$ cat src/rtl/debounce_button_array.sv
// Multi-channel pushbutton debouncer: per-channel two-flop synchroniser, polarity
// normalisation, press/release debounce FSM and long-press detection on a shared ms tick.
module debounce_button_array #(
  parameter int                  CLK_RATE        = -1,
  parameter int                  CHANNELS        = 4,
  parameter int                  DEBOUNCE_MS     = 20,
  parameter int                  LONG_PRESS_MS   = 1000,
  parameter logic [CHANNELS-1:0] ACTIVE_LOW_MASK = '1
) (
  input  logic                clk,
  input  logic                rst_n,
  input  logic [CHANNELS-1:0] buttons_a,
  output logic [CHANNELS-1:0] pressed,
  output logic [CHANNELS-1:0] pressStrobe,
  output logic [CHANNELS-1:0] releaseStrobe,
  output logic [CHANNELS-1:0] longPressStrobe,
  output logic                anyPressed
);

  // An un-overridden CLK_RATE degrades to a tick every cycle instead of a zero-length divider.
  localparam int TICK_DIV = (CLK_RATE >= 1000) ? CLK_RATE / 1000 : 1;
  localparam int PRE_W    = (TICK_DIV > 1) ? $clog2(TICK_DIV) : 1;
  localparam int DB_W     = $clog2(DEBOUNCE_MS + 1);
  localparam int HOLD_W   = (LONG_PRESS_MS > 0) ? $clog2(LONG_PRESS_MS + 1) : 1;

  typedef enum logic [1:0] {
    IDLE,
    PRESS_PEND,
    PRESSED,
    RELEASE_PEND
  } state_t;

  logic [PRE_W-1:0] preCnt;
  logic             msTick;

  assign msTick = (preCnt == PRE_W'(TICK_DIV - 1));

  always_ff @(posedge clk or negedge rst_n) begin
    if (!rst_n) begin
      preCnt <= '0;
    end else if (msTick) begin
      preCnt <= '0;
    end else begin
      preCnt <= preCnt + 1'b1;
    end
  end

  (* ASYNC_REG = "TRUE" *) logic [CHANNELS-1:0] syncMeta;
  logic [CHANNELS-1:0] syncOut;
  logic [CHANNELS-1:0] active;

  // Reset loads the inactive pin level so a held button is seen as a fresh press.
  always_ff @(posedge clk or negedge rst_n) begin
    if (!rst_n) begin
      syncMeta <= ACTIVE_LOW_MASK;
      syncOut  <= ACTIVE_LOW_MASK;
    end else begin
      syncMeta <= buttons_a;
      syncOut  <= syncMeta;
    end
  end

  assign active = syncOut ^ ACTIVE_LOW_MASK;

  for (genvar gi = 0; gi < CHANNELS; gi++) begin : gChan
    state_t          state;
    logic [DB_W-1:0] dbCnt;
    logic            dbDone;
    logic            holdReach;
    logic            pressedReg;
    logic            pressStb;
    logic            releaseStb;
    logic            longStb;

    assign dbDone = msTick && (dbCnt == DB_W'(DEBOUNCE_MS - 1));

    if (LONG_PRESS_MS > 0) begin : gHold
      logic [HOLD_W-1:0] holdCnt;
      logic              holding;

      assign holding   = (state == PRESSED) || (state == RELEASE_PEND);
      assign holdReach = holding && msTick && (holdCnt == HOLD_W'(LONG_PRESS_MS - 1));

      always_ff @(posedge clk or negedge rst_n) begin
        if (!rst_n) begin
          holdCnt <= '0;
        end else if (state == PRESS_PEND && active[gi] && dbDone) begin
          holdCnt <= '0;
        end else if (holding && msTick && holdCnt != HOLD_W'(LONG_PRESS_MS)) begin
          holdCnt <= holdCnt + 1'b1;
        end
      end
    end else begin : gNoHold
      assign holdReach = 1'b0;
    end

    always_ff @(posedge clk or negedge rst_n) begin
      if (!rst_n) begin
        state      <= IDLE;
        dbCnt      <= '0;
        pressedReg <= 1'b0;
        pressStb   <= 1'b0;
        releaseStb <= 1'b0;
        longStb    <= 1'b0;
      end else begin
        pressStb   <= 1'b0;
        releaseStb <= 1'b0;
        longStb    <= 1'b0;
        case (state)
          IDLE: begin
            if (active[gi]) begin
              state <= PRESS_PEND;
              dbCnt <= '0;
            end
          end
          PRESS_PEND: begin
            if (!active[gi]) begin
              state <= IDLE;
            end else if (dbDone) begin
              state      <= PRESSED;
              pressedReg <= 1'b1;
              pressStb   <= 1'b1;
            end else if (msTick) begin
              dbCnt <= dbCnt + 1'b1;
            end
          end
          PRESSED: begin
            longStb <= holdReach;
            if (!active[gi]) begin
              state <= RELEASE_PEND;
              dbCnt <= '0;
            end
          end
          RELEASE_PEND: begin
            // An accepted release suppresses a coincident long-press.
            if (active[gi]) begin
              state   <= PRESSED;
              longStb <= holdReach;
            end else if (dbDone) begin
              state      <= IDLE;
              pressedReg <= 1'b0;
              releaseStb <= 1'b1;
            end else begin
              longStb <= holdReach;
              if (msTick) begin
                dbCnt <= dbCnt + 1'b1;
              end
            end
          end
          default: begin
            state <= IDLE;
          end
        endcase
      end
    end

    assign pressed[gi]         = pressedReg;
    assign pressStrobe[gi]     = pressStb;
    assign releaseStrobe[gi]   = releaseStb;
    assign longPressStrobe[gi] = longStb;
  end

  assign anyPressed = |pressed;

endmodule

$ cat config.mk
export PLATFORM = sky130hd
export DESIGN_NAME = debounce_button_array
export DESIGN_NICKNAME = d
export VERILOG_FILES = /design/src/rtl/debounce_button_array.sv
export SDC_FILE = /design/constraint.sdc
export NUM_CORES = 1
export LEC_CHECK = 0
export ABC_AREA = 1
export BUFFER_PORTS_ARGS = -buffer_cell sky130_fd_sc_hd__buf_2
export CELL_PAD_IN_SITES_DETAIL_PLACEMENT = 2
export CELL_PAD_IN_SITES_GLOBAL_PLACEMENT = 2
export CORE_ASPECT_RATIO = 1.2
export CORE_MARGIN = 3
export CORE_UTILIZATION = 25
export DETAILED_ROUTE_END_ITERATION = 8
export GPL_ROUTABILITY_DRIVEN = 0
export HOLD_SLACK_MARGIN = 0.12
export PLACE_DENSITY_LB_ADDON = 0.1
export SLEW_MARGIN = 15
export SYNTH_ARGS = -nofsm -noshare
export SYNTH_HDL_FRONTEND = slang
export SYNTH_SLANG_ARGS = --single-unit
$ cat constraint.sdc
create_clock -name clk -period 1.6 [get_ports clk]
set_input_delay 0.08 -clock clk [delete_from_list [all_inputs] [get_ports clk]]
set_output_delay 0.08 -clock clk [all_outputs]
set_load 0.1 [all_outputs]
==> results.sh <==
export IMPL_path_max_fanout=8
export IMPL_regToRegEndpoint="gChan[2].gHold.holdCnt[0]"
export IMPL_syn_mean_instance_area_um2=8.06
export IMPL_clk_path_buf_depth=2
export IMPL_clock_power_share_pct=48.4
export IMPL_via_count=4303
export IMPL_first_pass_iters=5
export IMPL_drt_first_iter_violations=152
export IMPL_worstMarginPinSlew_ns=0.546
export IMPL_ys_types=38
export IMPL_hp_class="in2async"
export IMPL_cts_made_buffers=9
export IMPL_grt_max_degree=93
export IMPL_final_area_um2=6100
export IMPL_clockRootBuffer="clkbuf_16"
export IMPL_hold_viol_final=0
export IMPL_p_leak_uw=0.00301
export IMPL_syn_inst=618
export IMPL_grt_overflow=0
export IMPL_reg2reg_setup_slack_ns=0.04
export IMPL_fmax_ghz=0.640
export IMPL_grt_pass1_vias=4973
export IMPL_path_cells="inv_2, ha_4, nand3_2, nor2_1, nand2_1, nand2_2, clkinvlp_4, nor2_2, nor2_1"
export IMPL_die_w_um=135
export IMPL_required_ns=1.84
export IMPL_layout_drive_gt1_share_pct=21.6
export IMPL_grt_pass1_wl_um=24200
export IMPL_setup_viol=0
export IMPL_hpwl_um=9890
export IMPL_crit_top_cell="nor2_1"
export IMPL_synth_area_um2=4980
export IMPL_layout_nets=695
export IMPL_clk_pin_slew_ns=0.07
export IMPL_row_count=55
export IMPL_placed_area_um2=5500
export IMPL_grt_antenna_before_repair=0
export IMPL_ir_drop_uv=494
export IMPL_end_kind="flip-flop"
export IMPL_start_util_pct=25.9
export IMPL_worstPathArrival_ns=1.80
export IMPL_port_buffers=22
export IMPL_vias_per_cell=4.59
export IMPL_reg2regPathDepth=9
export IMPL_maxSlewViolCount=0
export IMPL_core_area_um2=19200
export IMPL_htree_levels=3
export IMPL_crit_path_start="gChan[2].gHold.holdCnt[1]"
export IMPL_crit_end="gChan[2].gHold.holdCnt[0]"
export IMPL_die_h_um=161
export IMPL_fin_skew_ns=0.0100
export IMPL_p_comb_share_pct=4.9
export IMPL_wirelength_um=14100
export IMPL_status="finished, final reports clean"
export IMPL_intPower_uw=4070
export IMPL_crit_family="simple AND/OR/NAND/NOR gates"
export IMPL_max_stage_delay_ns=0.44
export IMPL_yosysSeqAreaShare_pct=46.4
export IMPL_whs_ns=0.300
export IMPL_ios=23
export IMPL_crit_buf_inv=2
export IMPL_maxCapViolCount=0
export IMPL_drcViolationCount=0
export IMPL_switching_share_pct=22.7
export IMPL_clock_sinks=92
export IMPL_p_sw_uw=1200
export IMPL_r2r_start="gChan[2].gHold.holdCnt[1]"
export IMPL_post_route_min_period_ns=1.56
export IMPL_antenna_cells=0
export IMPL_startpoint_type="flip-flop"
export IMPL_wire_per_inst_um=15.0
export IMPL_path_depth=9
export IMPL_yosys_warnings=0
export IMPL_antenna_left=0
export IMPL_cts_tree="built"
export IMPL_relSlewSlack_pct=63.6
export IMPL_synth_fp_nets=636
export IMPL_grt_usage_pct=13.7
export IMPL_min_period_over_period_pct=97.6
export IMPL_critical_path_class="reg2reg"
export IMPL_cpMaxStageDelayCell="dfrtp_1"
export IMPL_ys_ff_latch=92
export IMPL_area_growth_syn_to_layout_pct=22.4
export IMPL_clk_latency_ns=0.35
export IMPL_rsz0062_at_grt="yes"
export IMPL_power_density_nw_per_um2=864
export IMPL_fp_dieArea_um2=21700
export IMPL_sequentialPowerShare_pct=46.6
## worst min path at each step
| stage | cells past startpoint | slack, ns | end | start |
|---|---|---|---|---|
| 2_1_floorplan | 0 | -0.22 | asynchronous set/reset pin | rst_n |
| 3_3_place_gp | 2 | 0.19 | gChan[1].gHold.holdCnt[3] | rst_n |
| 3_5_place_dp | 2 | 0.19 | gChan[1].pressStb | rst_n |
| 4_1_cts | 3 | 0.35 | gChan[1].pressStb | rst_n |
| 5_1_grt | 0 | 0.36 | syncOut[0] | syncMeta[0] |
| 6_report | 3 | 0.30 | gChan[1].pressStb | rst_n |
## kinds of logic (layout without fill, tap and decap cells)
| logic type | Yosys count | in the layout | synth area share, % |
|---|---|---|---|
| and+or+nand+nor | 334 | 336 | 31.3 |
| buffers and inverters | 110 | 172 | 10.2 |
| DFF | 92 | 92 | 46.4 |
| AOI/OAI and AO/OA | 55 | 55 | 6.31 |
| xor gates and xnor gates | 15 | 15 | 2.79 |
| adders and majority gates | 12 | 12 | 3.02 |
## cell usage in the layout, fill, tap and decap left out, types with 5 or more instances in the layout
master	netlist	layout
o21ai_0	28	28
nand2_2	6	8
buf_4	16	45
ha_1	12	9
nand3_1	73	72
xnor2_1	6	6
nand2_1	158	155
a31o_2	5	5
nor3_1	5	5
xor2_1	8	8
dlygate4sd3_1	0	5
dfstp_2	8	8
inv_1	79	73
dfrtp_1	84	82
inv_2	3	6
buf_2	8	21
a21oi_1	9	9
clkbuf_16	0	9
nand4_1	28	28
o21ai_1	5	5
nor2_2	2	8
nor2_1	45	40
## area by class of cell
cell class              instances  area (µm²)
fillers                      2234       13100
flip-flops and latches         92        2310
multi-input cells             418        2250
repair buffers                 74         544
well taps                     256         320
inverters                      82         318
clock buffers                  10         239
clock inverters                 6         111
## power groups by stage
| stage | Combinational [µW] | Sequential [µW] | Clock (µW) |
|---|---|---|---|
| after global routing | 309 | 2470 | 2770 |
| after detailed placement | 239 | 2500 | 0 |
| after floorplan | 141 | 2470 | 0 |
| after CTS | 250 | 2450 | 2670 |
| final | 259 | 2460 | 2550 |
| after global placement | 226 | 2490 | 0 |
## stage by stage
step                worst slack (ns)  total power, µW  util [%]  TNS [ns]  std cells
global route                  -0.124             5540      31.7    -0.756        938
detailed placement          -0.00526             2730      28.6  -0.00526        904
floorplan                      0.187             2610         -         0        618
finish                        0.0382             5270      31.7         0        938
CTS                         -0.00342             5370      30.8  -0.00342        926
global placement              0.0664             2720      28.6         0        904
## state kept, by name, summed over array words and instances (netlist names), named ones only
| name | count |
|---|---|
| gChan.gHold.holdCnt | 40 |
| gChan.dbCnt | 20 |
| gChan.longStb | 4 |
| gChan.pressStb | 4 |
| gChan.pressedReg | 4 |
| gChan.releaseStb | 4 |
| gChan.state | 4 |
| syncMeta | 4 |
| syncOut | 4 |
## synth_stat cells (all sizes together)
master  count  share of area [%]
a21oi      11                1.3
a31o        5               0.88
a31oi       2               0.25
and3        2               0.25
buf        27                3.9
clkbuf      1              0.075
dfrtp      84                 42
dfstp       8                4.2
ha         12                3.0
inv        82                6.2
nand2     166                 13
nand3      73                7.3
nand4      31                4.4
nor2       49                4.1
nor3       10                1.6
nor3b       1               0.15
nor4        1               0.13
o21a        2               0.30
o21ai      33                3.3
o21bai      1               0.15
o31ai       1               0.15
or2         1               0.13
xnor2       7                1.4
xor2        8                1.4
## worst min-delay path, delay by kind of cell
family | cells | cell delay (ns)
buffers and inverters | 3 | 1.02
## timing repair
item / in CTS / in global routing
endpoints found under the hold margin: 88 / 0
pin swaps: 1 / 11
setup buffers: 1 / 10
resized for setup: 1 / 27
hold buffers: 5 / 0
gates cloned: 0 / 2
endpoints found under the setup margin: 9 / 44
## layer usage
layer | global-route usage, % | vias to the layer above | share of wire (%)
met1 | 16.1 | 2159 | 43
met5 | 0 | - | 0
met3 | 1.69 | 13 | 1.4
met4 | 4.72 | 0 | 1.6
li1 | - | 2106 | -
met2 | 25.3 | 25 | 54
(Power assumes the default switching activity.)
